**src/rtl/mips_pkg.sv**
```systemverilog
// rtl/mips_pkg.sv - shared encodings for the MIPS multi-cycle control unit
package mips_pkg;

    // Primary opcodes (instr[31:26]) and R-type funct codes (instr[5:0])
    localparam logic [5:0] OP_RTYPE = 6'b000000;
    localparam logic [5:0] OP_J     = 6'b000010;
    localparam logic [5:0] OP_BEQ   = 6'b000100;
    localparam logic [5:0] OP_ADDIU = 6'b001001;
    localparam logic [5:0] OP_LW    = 6'b100011;
    localparam logic [5:0] OP_SW    = 6'b101011;
    localparam logic [5:0] FN_ADDU  = 6'b100001;

    // ALU operation codes
    localparam logic [3:0] ALU_ADDIU = 4'b0000;
    localparam logic [3:0] ALU_SW    = 4'b0001;
    localparam logic [3:0] ALU_ADDU  = 4'b0010;

    // Operand B selects
    localparam logic [1:0] SRC_B_RT      = 2'b00;
    localparam logic [1:0] SRC_B_FOUR    = 2'b01;
    localparam logic [1:0] SRC_B_IMM     = 2'b10;
    localparam logic [1:0] SRC_B_IMM_SH2 = 2'b11;

    // PC source selects
    localparam logic [1:0] PC_SRC_ALU     = 2'b00;
    localparam logic [1:0] PC_SRC_ALU_OUT = 2'b01;
    localparam logic [1:0] PC_SRC_JUMP    = 2'b10;

    typedef enum logic [3:0] {
        ST_FETCH    = 4'd0,
        ST_DECODE   = 4'd1,
        ST_MEM_ADDR = 4'd2,
        ST_MEM_RD   = 4'd3,
        ST_MEM_WB   = 4'd4,
        ST_MEM_WR   = 4'd5,
        ST_EXEC_R   = 4'd6,
        ST_R_WB     = 4'd7,
        ST_EXEC_I   = 4'd8,
        ST_I_WB     = 4'd9,
        ST_BRANCH   = 4'd10,
        ST_JUMP     = 4'd11,
        ST_HALT     = 4'd12
    } state_t;

endpackage

```
**src/rtl/alu_op_decoder.sv**
```systemverilog
// rtl/alu_op_decoder.sv - maps control state and opcode to ALU operation and operand selects
module alu_op_decoder
    import mips_pkg::*;
(
    input  state_t     state,
    input  logic [5:0] opcode,
    output logic [3:0] alu_ctrl,
    output logic       alu_src_a,
    output logic [1:0] alu_src_b
);

    // ALU-side encoding per state; execute states share one rule keyed on the opcode
    always_comb begin
        alu_ctrl  = ALU_ADDIU;
        alu_src_a = 1'b0;
        alu_src_b = SRC_B_RT;
        case (state)
            ST_FETCH: begin
                alu_src_b = SRC_B_FOUR;
            end
            ST_DECODE: begin
                alu_src_b = SRC_B_IMM_SH2;
            end
            ST_MEM_ADDR: begin
                alu_src_a = 1'b1;
                alu_src_b = SRC_B_IMM;
                alu_ctrl  = ALU_SW;
            end
            ST_EXEC_R, ST_EXEC_I, ST_BRANCH: begin
                // addiu adds the immediate; addu and beq compare/add rs with rt
                alu_src_a = 1'b1;
                if (state == ST_EXEC_I && opcode == OP_ADDIU) begin
                    alu_src_b = SRC_B_IMM;
                    alu_ctrl  = ALU_ADDIU;
                end else begin
                    alu_src_b = SRC_B_RT;
                    alu_ctrl  = ALU_ADDU;
                end
            end
            default: begin
                alu_ctrl  = ALU_ADDIU;
                alu_src_a = 1'b0;
                alu_src_b = SRC_B_RT;
            end
        endcase
    end

endmodule

```
**src/rtl/mips_mc_control.sv**
```systemverilog
// rtl/mips_mc_control.sv - multi-cycle MIPS control FSM driving datapath muxes and enables
module mips_mc_control
    import mips_pkg::*;
#(
    parameter logic RESET_ILLEGAL = 1'b0
) (
    input  logic        clk,
    input  logic        rst_n,
    input  logic [31:0] instr,
    input  logic        mem_ready,
    input  logic        alu_zero,
    output logic [3:0]  alu_ctrl,
    output logic        alu_src_a,
    output logic [1:0]  alu_src_b,
    output logic        iord,
    output logic        mem_read,
    output logic        mem_write,
    output logic        ir_write,
    output logic        pc_en,
    output logic [1:0]  pc_src,
    output logic        target_write,
    output logic        reg_write,
    output logic        reg_dst,
    output logic        mem_to_reg,
    output logic        illegal,
    output logic [3:0]  state
);

    state_t     state_q, state_d;
    logic       illegal_q, illegal_d;
    logic [5:0] opcode;
    logic [5:0] funct;
    logic       unused_instr;

    assign opcode       = instr[31:26];
    assign funct        = instr[5:0];
    // Register fields and the jump target are consumed by the datapath, not here
    assign unused_instr = ^instr[25:6];

    assign state   = state_q;
    assign illegal = illegal_q;

    alu_op_decoder u_alu_op_decoder (
        .state     (state_q),
        .opcode    (opcode),
        .alu_ctrl  (alu_ctrl),
        .alu_src_a (alu_src_a),
        .alu_src_b (alu_src_b)
    );

    // Next-state selection; an unsupported decode parks the FSM in HALT and latches illegal
    always_comb begin
        state_d   = state_q;
        illegal_d = illegal_q;
        case (state_q)
            ST_FETCH: begin
                if (mem_ready) state_d = ST_DECODE;
            end
            ST_DECODE: begin
                case (opcode)
                    OP_LW, OP_SW: state_d = ST_MEM_ADDR;
                    OP_ADDIU:     state_d = ST_EXEC_I;
                    OP_BEQ:       state_d = ST_BRANCH;
                    OP_J:         state_d = ST_JUMP;
                    OP_RTYPE: begin
                        if (funct == FN_ADDU) begin
                            state_d = ST_EXEC_R;
                        end else begin
                            state_d   = ST_HALT;
                            illegal_d = 1'b1;
                        end
                    end
                    default: begin
                        state_d   = ST_HALT;
                        illegal_d = 1'b1;
                    end
                endcase
            end
            ST_MEM_ADDR: state_d = (opcode == OP_SW) ? ST_MEM_WR : ST_MEM_RD;
            ST_MEM_RD: begin
                if (mem_ready) state_d = ST_MEM_WB;
            end
            ST_MEM_WR: begin
                if (mem_ready) state_d = ST_FETCH;
            end
            ST_EXEC_R: state_d = ST_R_WB;
            ST_EXEC_I: state_d = ST_I_WB;
            ST_MEM_WB, ST_R_WB, ST_I_WB, ST_BRANCH, ST_JUMP: state_d = ST_FETCH;
            ST_HALT:   state_d = ST_HALT;
            default:   state_d = ST_FETCH;
        endcase
    end

    // State and sticky illegal flag; reset restarts at FETCH and drops any pending access
    always_ff @(posedge clk) begin
        if (!rst_n) begin
            state_q   <= ST_FETCH;
            illegal_q <= RESET_ILLEGAL;
        end else begin
            state_q   <= state_d;
            illegal_q <= illegal_d;
        end
    end

    // Strobes and datapath selects decoded from the current state
    always_comb begin
        iord         = 1'b0;
        mem_read     = 1'b0;
        mem_write    = 1'b0;
        ir_write     = 1'b0;
        pc_en        = 1'b0;
        pc_src       = PC_SRC_ALU;
        target_write = 1'b0;
        reg_write    = 1'b0;
        reg_dst      = 1'b0;
        mem_to_reg   = 1'b0;
        case (state_q)
            ST_FETCH: begin
                mem_read = 1'b1;
                ir_write = mem_ready;
                pc_en    = mem_ready;
            end
            ST_DECODE: target_write = 1'b1;
            ST_MEM_RD: begin
                mem_read = 1'b1;
                iord     = 1'b1;
            end
            ST_MEM_WB: begin
                reg_write  = 1'b1;
                mem_to_reg = 1'b1;
            end
            ST_MEM_WR: begin
                mem_write = 1'b1;
                iord      = 1'b1;
            end
            ST_R_WB: begin
                reg_write = 1'b1;
                reg_dst   = 1'b1;
            end
            ST_I_WB: reg_write = 1'b1;
            ST_BRANCH: begin
                pc_src = PC_SRC_ALU_OUT;
                pc_en  = alu_zero;
            end
            ST_JUMP: begin
                pc_src = PC_SRC_JUMP;
                pc_en  = 1'b1;
            end
            default: begin
                iord = 1'b0;
            end
        endcase
    end

endmodule

```
**config.mk**
```make
export PLATFORM = sky130hd
export DESIGN_NAME = mips_mc_control
export DESIGN_NICKNAME = d
export VERILOG_FILES = /design/src/rtl/mips_pkg.sv /design/src/rtl/alu_op_decoder.sv /design/src/rtl/mips_mc_control.sv
export SDC_FILE = /design/constraint.sdc
export NUM_CORES = 1
export LEC_CHECK = 0
export CORE_MARGIN = 1.5
export CORE_UTILIZATION = 31
export DETAILED_ROUTE_END_ITERATION = 7
export PLACE_DENSITY = 0.85
export REMOVE_ABC_BUFFERS = 1
export SLEW_MARGIN = 30
export SYNTH_ARGS = -nofsm -noshare
export SYNTH_HDL_FRONTEND = slang
export SYNTH_HIERARCHICAL = 1
export SYNTH_SLANG_ARGS = --single-unit
```
**constraint.sdc**
```tcl
create_clock -name clk -period 1.3 [get_ports clk]
set_input_delay 0.325 -clock clk [delete_from_list [all_inputs] [get_ports clk]]
set_output_delay 0.325 -clock clk [all_outputs]
set_load 0.02 [all_outputs]
```
After elaboration in Yosys (flattened, before gate mapping) --
Cells that the tools add are included.
Word-level totals: word-level logic and storage cells 61, flip-flop bits (word level) 5, bits of input ports 36, output and inout port bits 23
Operators by class: bitwise operators 1, reductions and logical operators 12, multiplexer cells 24, eq/ne operators 22
Operator list (number):
- $pmux 4 s8 | 1
- $eq 4x4->1 const B | 5
- $pmux 4 s5 | 1
- $eq 6x6->1 const B | 3
- $eq 4x3->1 const B | 4
- $mux 4 | 4
- $mux 1 | 10
- $eq 4x2->1 const B | 2
- $ne 2x2->1 const B | 4
- $pmux 2 s4 | 1
- $pmux 4 s2 | 1
- $eq 6x2->1 const B | 1
- $eq 6x3->1 const B | 1
- $eq 6x4->1 const B | 1
- $logic_not 6->1 | 1
- $reduce_and 3->1 | 2
- $reduce_or 2->1 | 3
- $reduce_or 3->1 | 2
- $reduce_or 5->1 | 1
- $eq 4x1->1 const B | 1
- $logic_not 4->1 | 1
- $mux 2 | 2
- $pmux 2 s2 | 1
- $reduce_or 4->1 | 1
- 5 further kinds | 5

Longest topological paths before layout --
Gate-level depths: netlist (run 1).
word-level depth 4, depth in mapped cells 5, gate-level depth less buffers 4

Hierarchy --
Netlist (run 1), hierarchy kept.
Modules (own cells, without submodules):
- mips_mc_control | times used 1, cells each 97, area an instance 679.4 um^2, sequential area each 100.1 um^2
- alu_op_decoder | times used 1, cells each 19, area an instance 127.6 um^2, sequential area each 0.0 um^2

Worst setup path before layout (run 1) --
No wires, ideal clock.
kind register -> output, from register state_q[2], in the netlist state[2], to output pc_en, buffers on the path 1, path slack -0.762 ns, arrival 1.737 ns, cell stages (with the launch flop) 5, data required time 0.975 ns, cell sequence dfxtp_1 -> buf_4 -> nand2b_1 -> nor3b_1 -> a211o_1
On the way: cells in the longest elaborated chain, start to end 2
RTL lines:
- start, declared | line mips_mc_control.sv:29 | state_t state_q, state_d;
- start signal, assigned | line mips_mc_control.sv:100 | state_q <= state_d;
- $eq 4x4->1 or $logic_not 4->1 (tied branches) | line mips_mc_control.sv:117 | case (state_q)
- $pmux 1 s3 (*) | line mips_mc_control.sv:117
- end, declared | line mips_mc_control.sv:19 | output logic pc_en,
Mark *: on every way between the ends. The rest lies on a longest branch, timed or not.

Worst setup path in the final report (run 1) --
from register state_q[1], in the netlist state[1], to output reg_write
On the way: cells in the longest elaborated chain, start to end 3
RTL lines:
- $eq 4x3->1 or $eq 4x4->1 (tied branches) | line mips_mc_control.sv:117
- $reduce_or 3->1 (no line) (*)
- $mux 1 (*) | line mips_mc_control.sv:117
- end, declared | line mips_mc_control.sv:22 | output logic reg_write,
Marks and branches as above.

==> results of run 1 <==
## flip-flops by register name (all words and copies together), names as in the netlist
| register | cells |
|---|---|
| illegal | 1 |
| state | 4 |
## where the power goes
group          internal [mW]  leakage [nW]  total, mW  switching, mW
logic                  0.811         0.764       1.55          0.737
clock network          0.117        0.0150      0.203         0.0853
registers              0.185        0.0438      0.239         0.0544
## layout by cell type, fill, tap and decap left out, types with 3 or more instances in the layout
master / n
buf_6: 21
a31oi_1: 4
nand2_1: 7
nand3b_1: 3
nor2_4: 6
clkdlybuf4s50_1: 4
dlygate4sd2_1: 7
buf_4: 42
clkbuf_4: 3
o21a_1: 3
o21ai_1: 4
dfxtp_4: 4
a211o_1: 3
buf_2: 5
buf_8: 3
nor2_2: 3
nor2_1: 6
a21oi_1: 3
a21oi_2: 6
## area by class of cell
cell class	count	area (um^2)
clock buffer	4	26.3
fill	174	602
inverter	4	17.5
multi-input combinational	99	876
sequential	5	115
tap	30	37.5
timing repair buffer	87	803
## metrics by stage
| step | setup WS [ns] | total power [mW] | setup TNS, ns | instance area [um^2] |
|---|---|---|---|---|
| 6_report | -0.378 | 1.99 | -5.86 | 1880 |
| 5_1_grt | -0.414 | 2.06 | -6.68 | 1880 |
| 4_1_cts | -0.360 | 1.66 | -5.60 | 1650 |
| 3_5_place_dp | -1.09 | 1.16 | -14.10 | 1370 |
| 3_3_place_gp | -1.08 | 1.13 | -13.07 | 1370 |
| 2_1_floorplan | -0.914 | 0.680 | -8.75 | 752 |
## path summary, 6_finish.rpt
path | from | endpoint | depth (start not counted) | slack [ns]
worst min register to register | illegal | illegal | 1 | 0.50
worst min-delay path | illegal | illegal | 1 | 0.50
worst max register to register | state[0] | state[2] | 7 | -0.29
worst max-delay path | state[1] | reg_write | 4 | -0.38
## metal layers
| layer | share of wire | track usage | vias up |
|---|---|---|---|
| li1 | - | - | 596 |
| met3 | 0.050 | 0.0278 | 16 |
| met4 | 0.042 | 0.100 | 0 |
| met2 | 0.52 | 0.429 | 73 |
| met5 | 0 | 0 | - |
| met1 | 0.38 | 0.265 | 633 |
## worst register-to-register path, cell delays in order (launching register included)
cell and delay [ns]:
dfxtp_4 0.42, buf_8 0.14, buf_8 0.11, buf_6 0.10, or3b_1 0.38, a21oi_2 0.15
o21ai_1 0.07, a21oi_1 0.15
## repair_timing
action / 4_1_cts / 5_1_grt
pin swaps: 24 / 12
endpoints found under the hold margin: 0 / 0
gates resized for setup: 177 / 40
setup endpoints to repair: 26 / 24
cloned: 1 / 0
setup buffers: 13 / 11
## cells by family after synthesis
group / Yosys count / synth area share
simple gates: 54 / 0.392
other cells: 1 / 0.00465
mux: 2 / 0.0264
compound gates: 38 / 0.329
flops: 5 / 0.124
buf+inv: 13 / 0.0915
xor+xnor: 3 / 0.0326
==> impl_metrics.ini, run 1 <==
[global_routing]
antenna_found_initial = 0
grt_use_total = 0.232
grt_pass1_wl_um = 5020
grt_pass1_vias = 1154
grt_overflow = 0
grt_max_degree = 13

[critical_path]
cp_top_family = flip-flops
cpMostUsedCell = buf_6
startpoint_type = flop
path_max_fanout = 6
slowest_delay_ns = 0.36
critical_path_buf_inv_count = 2
slowest_stage = dfxtp_4
crit_type = flop to output port
arrival_ns = 1.35
worstSetupEndpointType = output port
crit_path_cell_trace = buf_6, xor2_2, o32ai_4, buf_6
critical_path_required_ns = 0.98

[yosys]
syn_area_um2 = 807
async_flop_share = 0
yosysMostFrequentCell = nor2_1
yosys_warnings = 6
syn_avg_cell_area_um2 = 6.96
ys_top_cells_by_area = dfxtp_1, nor2_1, a21oi_1, a31oi_1, nand2_1
yosys.area.top_type = dfxtp_1
ys_top_cells_by_count = nor2_1, a21oi_1, nand2_1
synthDistinctLibCells = 48
synth_ff_type = dfxtp_1
netlist.area_leader.share = 0.124
synth_cells = 116
yosysSeqAreaShare = 0.124
synth-seq-cells = 5
synth-edff-count = 0

[die]
die_x_um = 54.0
coreArea_um2 = 2480
io_pins = 59
die_h_um = 54.0
initial_core_util = 0.326
die_area_um2 = 2920
std_cell_rows = 18

[drt]
antenna_left = 0
drt-total-wl_um = 4200
drt_iter0_drc = 46
vias = 1318
first_pass_iters = 4
wire_per_inst_um = 18.4
drt-vias-per-instance = 5.76
drc = 0

[placed_design]
gp_congestion = 0.839
dpl.hpwl_um = 2110
io_buffers = 36
dp_cells = 203

[status]
violations = negative setup slack
status = finished, violations left

[finish]
antenna_cells = 0
layout-drive-gt1-share = 0.598
fin_cells = 229
fin_nets = 236
utilization = 0.757
area_growth_pct = 132

[cts]
cts_buffers = 3
clock-sinks = 5
cts-root-buf = clkbuf_4
clk_path_buf_depth = 2
clk_latency_ns = 0.25
cts_tree = yes
h-tree-depth = 1
cts.clk_slew.worst_paths_ns = 0.06
hold_buffers = 0

[timing]
rsz0062_at_grt = true
drv_slew = 0
hold_viol_final = 0
fin_worst_skew_ns = 0.00579
whs_ns = 0.504
layout_setup_ws_ns = -0.378
setup_viol = 24
period_needed_ns = 1.68
clock.fmax_mhz = 596
period_share = 1.29

[power]
p_leak_nw = 0.823
ir_drop_mv = 0.895
pwr_density_cell_nw_per_um2 = 1060

[min_path]
holdCritPathClass = flop to flop

[run]
drv_cap = 0
Power figures use the tool's default switching activity.
==> run 2: changes to the inputs <==
--- a/config.mk
+++ b/config.mk
@@ -5,10 +5,11 @@
 export SDC_FILE = /design/constraint.sdc
 export NUM_CORES = 1
 export LEC_CHECK = 0
+export ABC_AREA = 1
 export CORE_MARGIN = 1.5
-export CORE_UTILIZATION = 31
+export CORE_UTILIZATION = 28
 export DETAILED_ROUTE_END_ITERATION = 7
-export PLACE_DENSITY = 0.85
+export PLACE_DENSITY = 0.83
 export REMOVE_ABC_BUFFERS = 1
 export SLEW_MARGIN = 30
 export SYNTH_ARGS = -nofsm -noshare
==> impl_metrics.ini, run 2 <==
[status]
status = finished, violations left
violations = negative setup slack

[finish]
fin_cells = 246
largest_register_ffs = 4
final_cell_mix = buf_4, buf_6, inv_1, nor2_1, nand2_1
antenna_cells = 0
utilization = 0.736
layout-drive-gt1-share = 0.560
fin_nets = 255
area_growth_pct = 143
final_common_cell = buf_4

[cts]
clk_path_buf_depth = 2
clk_latency_ns = 0.26
cts_tree = yes
cts-root-buf = clkbuf_4
clock-sinks = 5
cts.clk_slew.worst_paths_ns = 0.05
cts_buffers = 3
h-tree-depth = 1

[die]
die_area_um2 = 2770
die_x_um = 52.6
coreArea_um2 = 2280
std_cell_rows = 17
die_h_um = 52.6
initial_core_util = 0.303
io_pins = 59

[power]
finalPower_mw = 1.69
switching_power_mw = 0.816
p_leak_nw = 0.873
pwr_density_cell_nw_per_um2 = 1010
clockPowerShare = 0.120
sw_frac_of_total = 0.482
internal_power_mw = 0.876
comb_power_share = 0.735
ir_drop_mv = 0.749
seqPwrFrac = 0.144

[yosys]
syn_area_um2 = 689
yosys.area.top_type = nor2_1
synth_ff_type = dfxtp_1
async_flop_share = 0
netlist.area_leader.share = 0.180
synthDistinctLibCells = 20
synth_cells = 138
ys_top_cells_by_count = nor2_1, inv_1, nand2_1
syn_avg_cell_area_um2 = 5.00
ys_top_cells_by_area = nor2_1, inv_1, dfxtp_1, nand2_1, nand3_1
yosys_warnings = 6
synth-edff-count = 0
synth-seq-cells = 5
yosysSeqAreaShare = 0.145
yosysMostFrequentCell = nor2_1

[drt]
first_pass_iters = 4
vias = 1234
antenna_left = 0
drt-vias-per-instance = 5.02
drc = 0
wire_per_inst_um = 15.4
drt-total-wl_um = 3800
drt_iter0_drc = 60

[global_routing]
grt_use_total = 0.186
antenna_found_initial = 0
grt_overflow = 0
grt_pass1_vias = 991
grt_max_degree = 8
grt_pass1_wl_um = 3930

[timing]
period_share = 1.31
hold_viol_final = 0
fin_worst_skew_ns = 0.000760
rsz0062_at_grt = true
clock.fmax_mhz = 585
drv_slew = 0
period_needed_ns = 1.71
layout_setup_ws_ns = -0.408
setup_viol = 22

[critical_path]
path_max_fanout = 6
worstSetupEndpointType = output port
arrival_ns = 1.38
startpoint_type = flop
crit_type = flop to output port
critical_path_required_ns = 0.98

[placed_design]
place_ws_ns = -0.818
io_buffers = 36
gp_congestion = 0.884
dp_cells = 231
dpl.hpwl_um = 1750

[min_path]
holdCritPathClass = flop to flop

[run]
drv_cap = 0
[run 2: power groups by stage]
stage	sequential [mW]	clock, mW	combinational, mW
after CTS	0.223	0.205	0.968
after global placement	0.209	0	0.908
after floorplan	0.250	0	0.408
final	0.244	0.203	1.24
after detailed placement	0.209	0	0.916
after global routing	0.247	0.211	1.31
[run 2: timing repair]
item / CTS / global route
resized for setup: 142 / 73
hold buffers: 0 / 0
pin swaps: 10 / 33
setup buffers: 3 / 11
setup endpoints to repair: 26 / 22
[run 2: cell type report]
cell class	instances	area, um^2
clock buffers	4	26.3
inverters	32	135
fillers	160	601
repair buffers	77	713
flip-flops and latches	5	115
well taps	28	35.0
multi-input cells	100	651
[run 2: final timing paths]
path | slack [ns] | to | from | cells past startpoint
hold / removal | 0.49 | illegal | illegal | 2
hold reg to reg | 0.49 | illegal | illegal | 2
setup / recovery | -0.41 | reg_write | state[2] | 5
setup reg to reg | -0.09 | state[0] | state[1] | 9
[run 2: cell families (layout without fill, tap and decap cells)]
| family | Yosys count | after routing | share of synthesized area |
|---|---|---|---|
| DFF | 5 | 5 | 0.145 |
| buffers and inverters | 34 | 113 | 0.196 |
| and+or+nand+nor | 85 | 85 | 0.550 |
| other | 1 | 2 | 0.00544 |
| AOI/OAI and AO/OA | 13 | 13 | 0.103 |
[run 2: per-layer routing]
metal  routed length [um]  part of all wire  global-route usage
met5                    0                 0                   0
met4                  214             0.056              0.0983
met3                  222             0.058              0.0343
met2                 1950              0.51               0.302
met1                 1420              0.37               0.230
[run 2: per-stage QoR]
step / hold slack [ns] / instance area, um^2 / setup TNS [ns]
after floorplan: 0.423 / 678 / -2.38
after global placement: 0.465 / 1300 / -11.22
after detailed placement: 0.457 / 1300 / -11.46
after CTS: 0.483 / 1380 / -3.15
after global routing: 0.512 / 1680 / -5.10
final: 0.495 / 1680 / -4.24
[run 2: worst max-delay path, cell delays in order, from the launching register on]
cell,delay (ns)
dfxtp_4,0.43
nand2_8,0.10
nor2_4,0.17
nor2_1,0.09
o21ai_1,0.13
buf_4,0.18
==> run 3: changes to the inputs <==
--- a/config.mk
+++ b/config.mk
@@ -5,11 +5,10 @@
 export SDC_FILE = /design/constraint.sdc
 export NUM_CORES = 1
 export LEC_CHECK = 0
-export ABC_AREA = 1
 export CORE_MARGIN = 1.5
-export CORE_UTILIZATION = 28
+export CORE_UTILIZATION = 31
 export DETAILED_ROUTE_END_ITERATION = 7
-export PLACE_DENSITY = 0.83
+export PLACE_DENSITY = 0.85
 export REMOVE_ABC_BUFFERS = 1
 export SLEW_MARGIN = 30
 export SYNTH_ARGS = -nofsm -noshare
==> results of run 3 <==
Same layout as run 1: the final DEF is identical, and so are final timing and power.
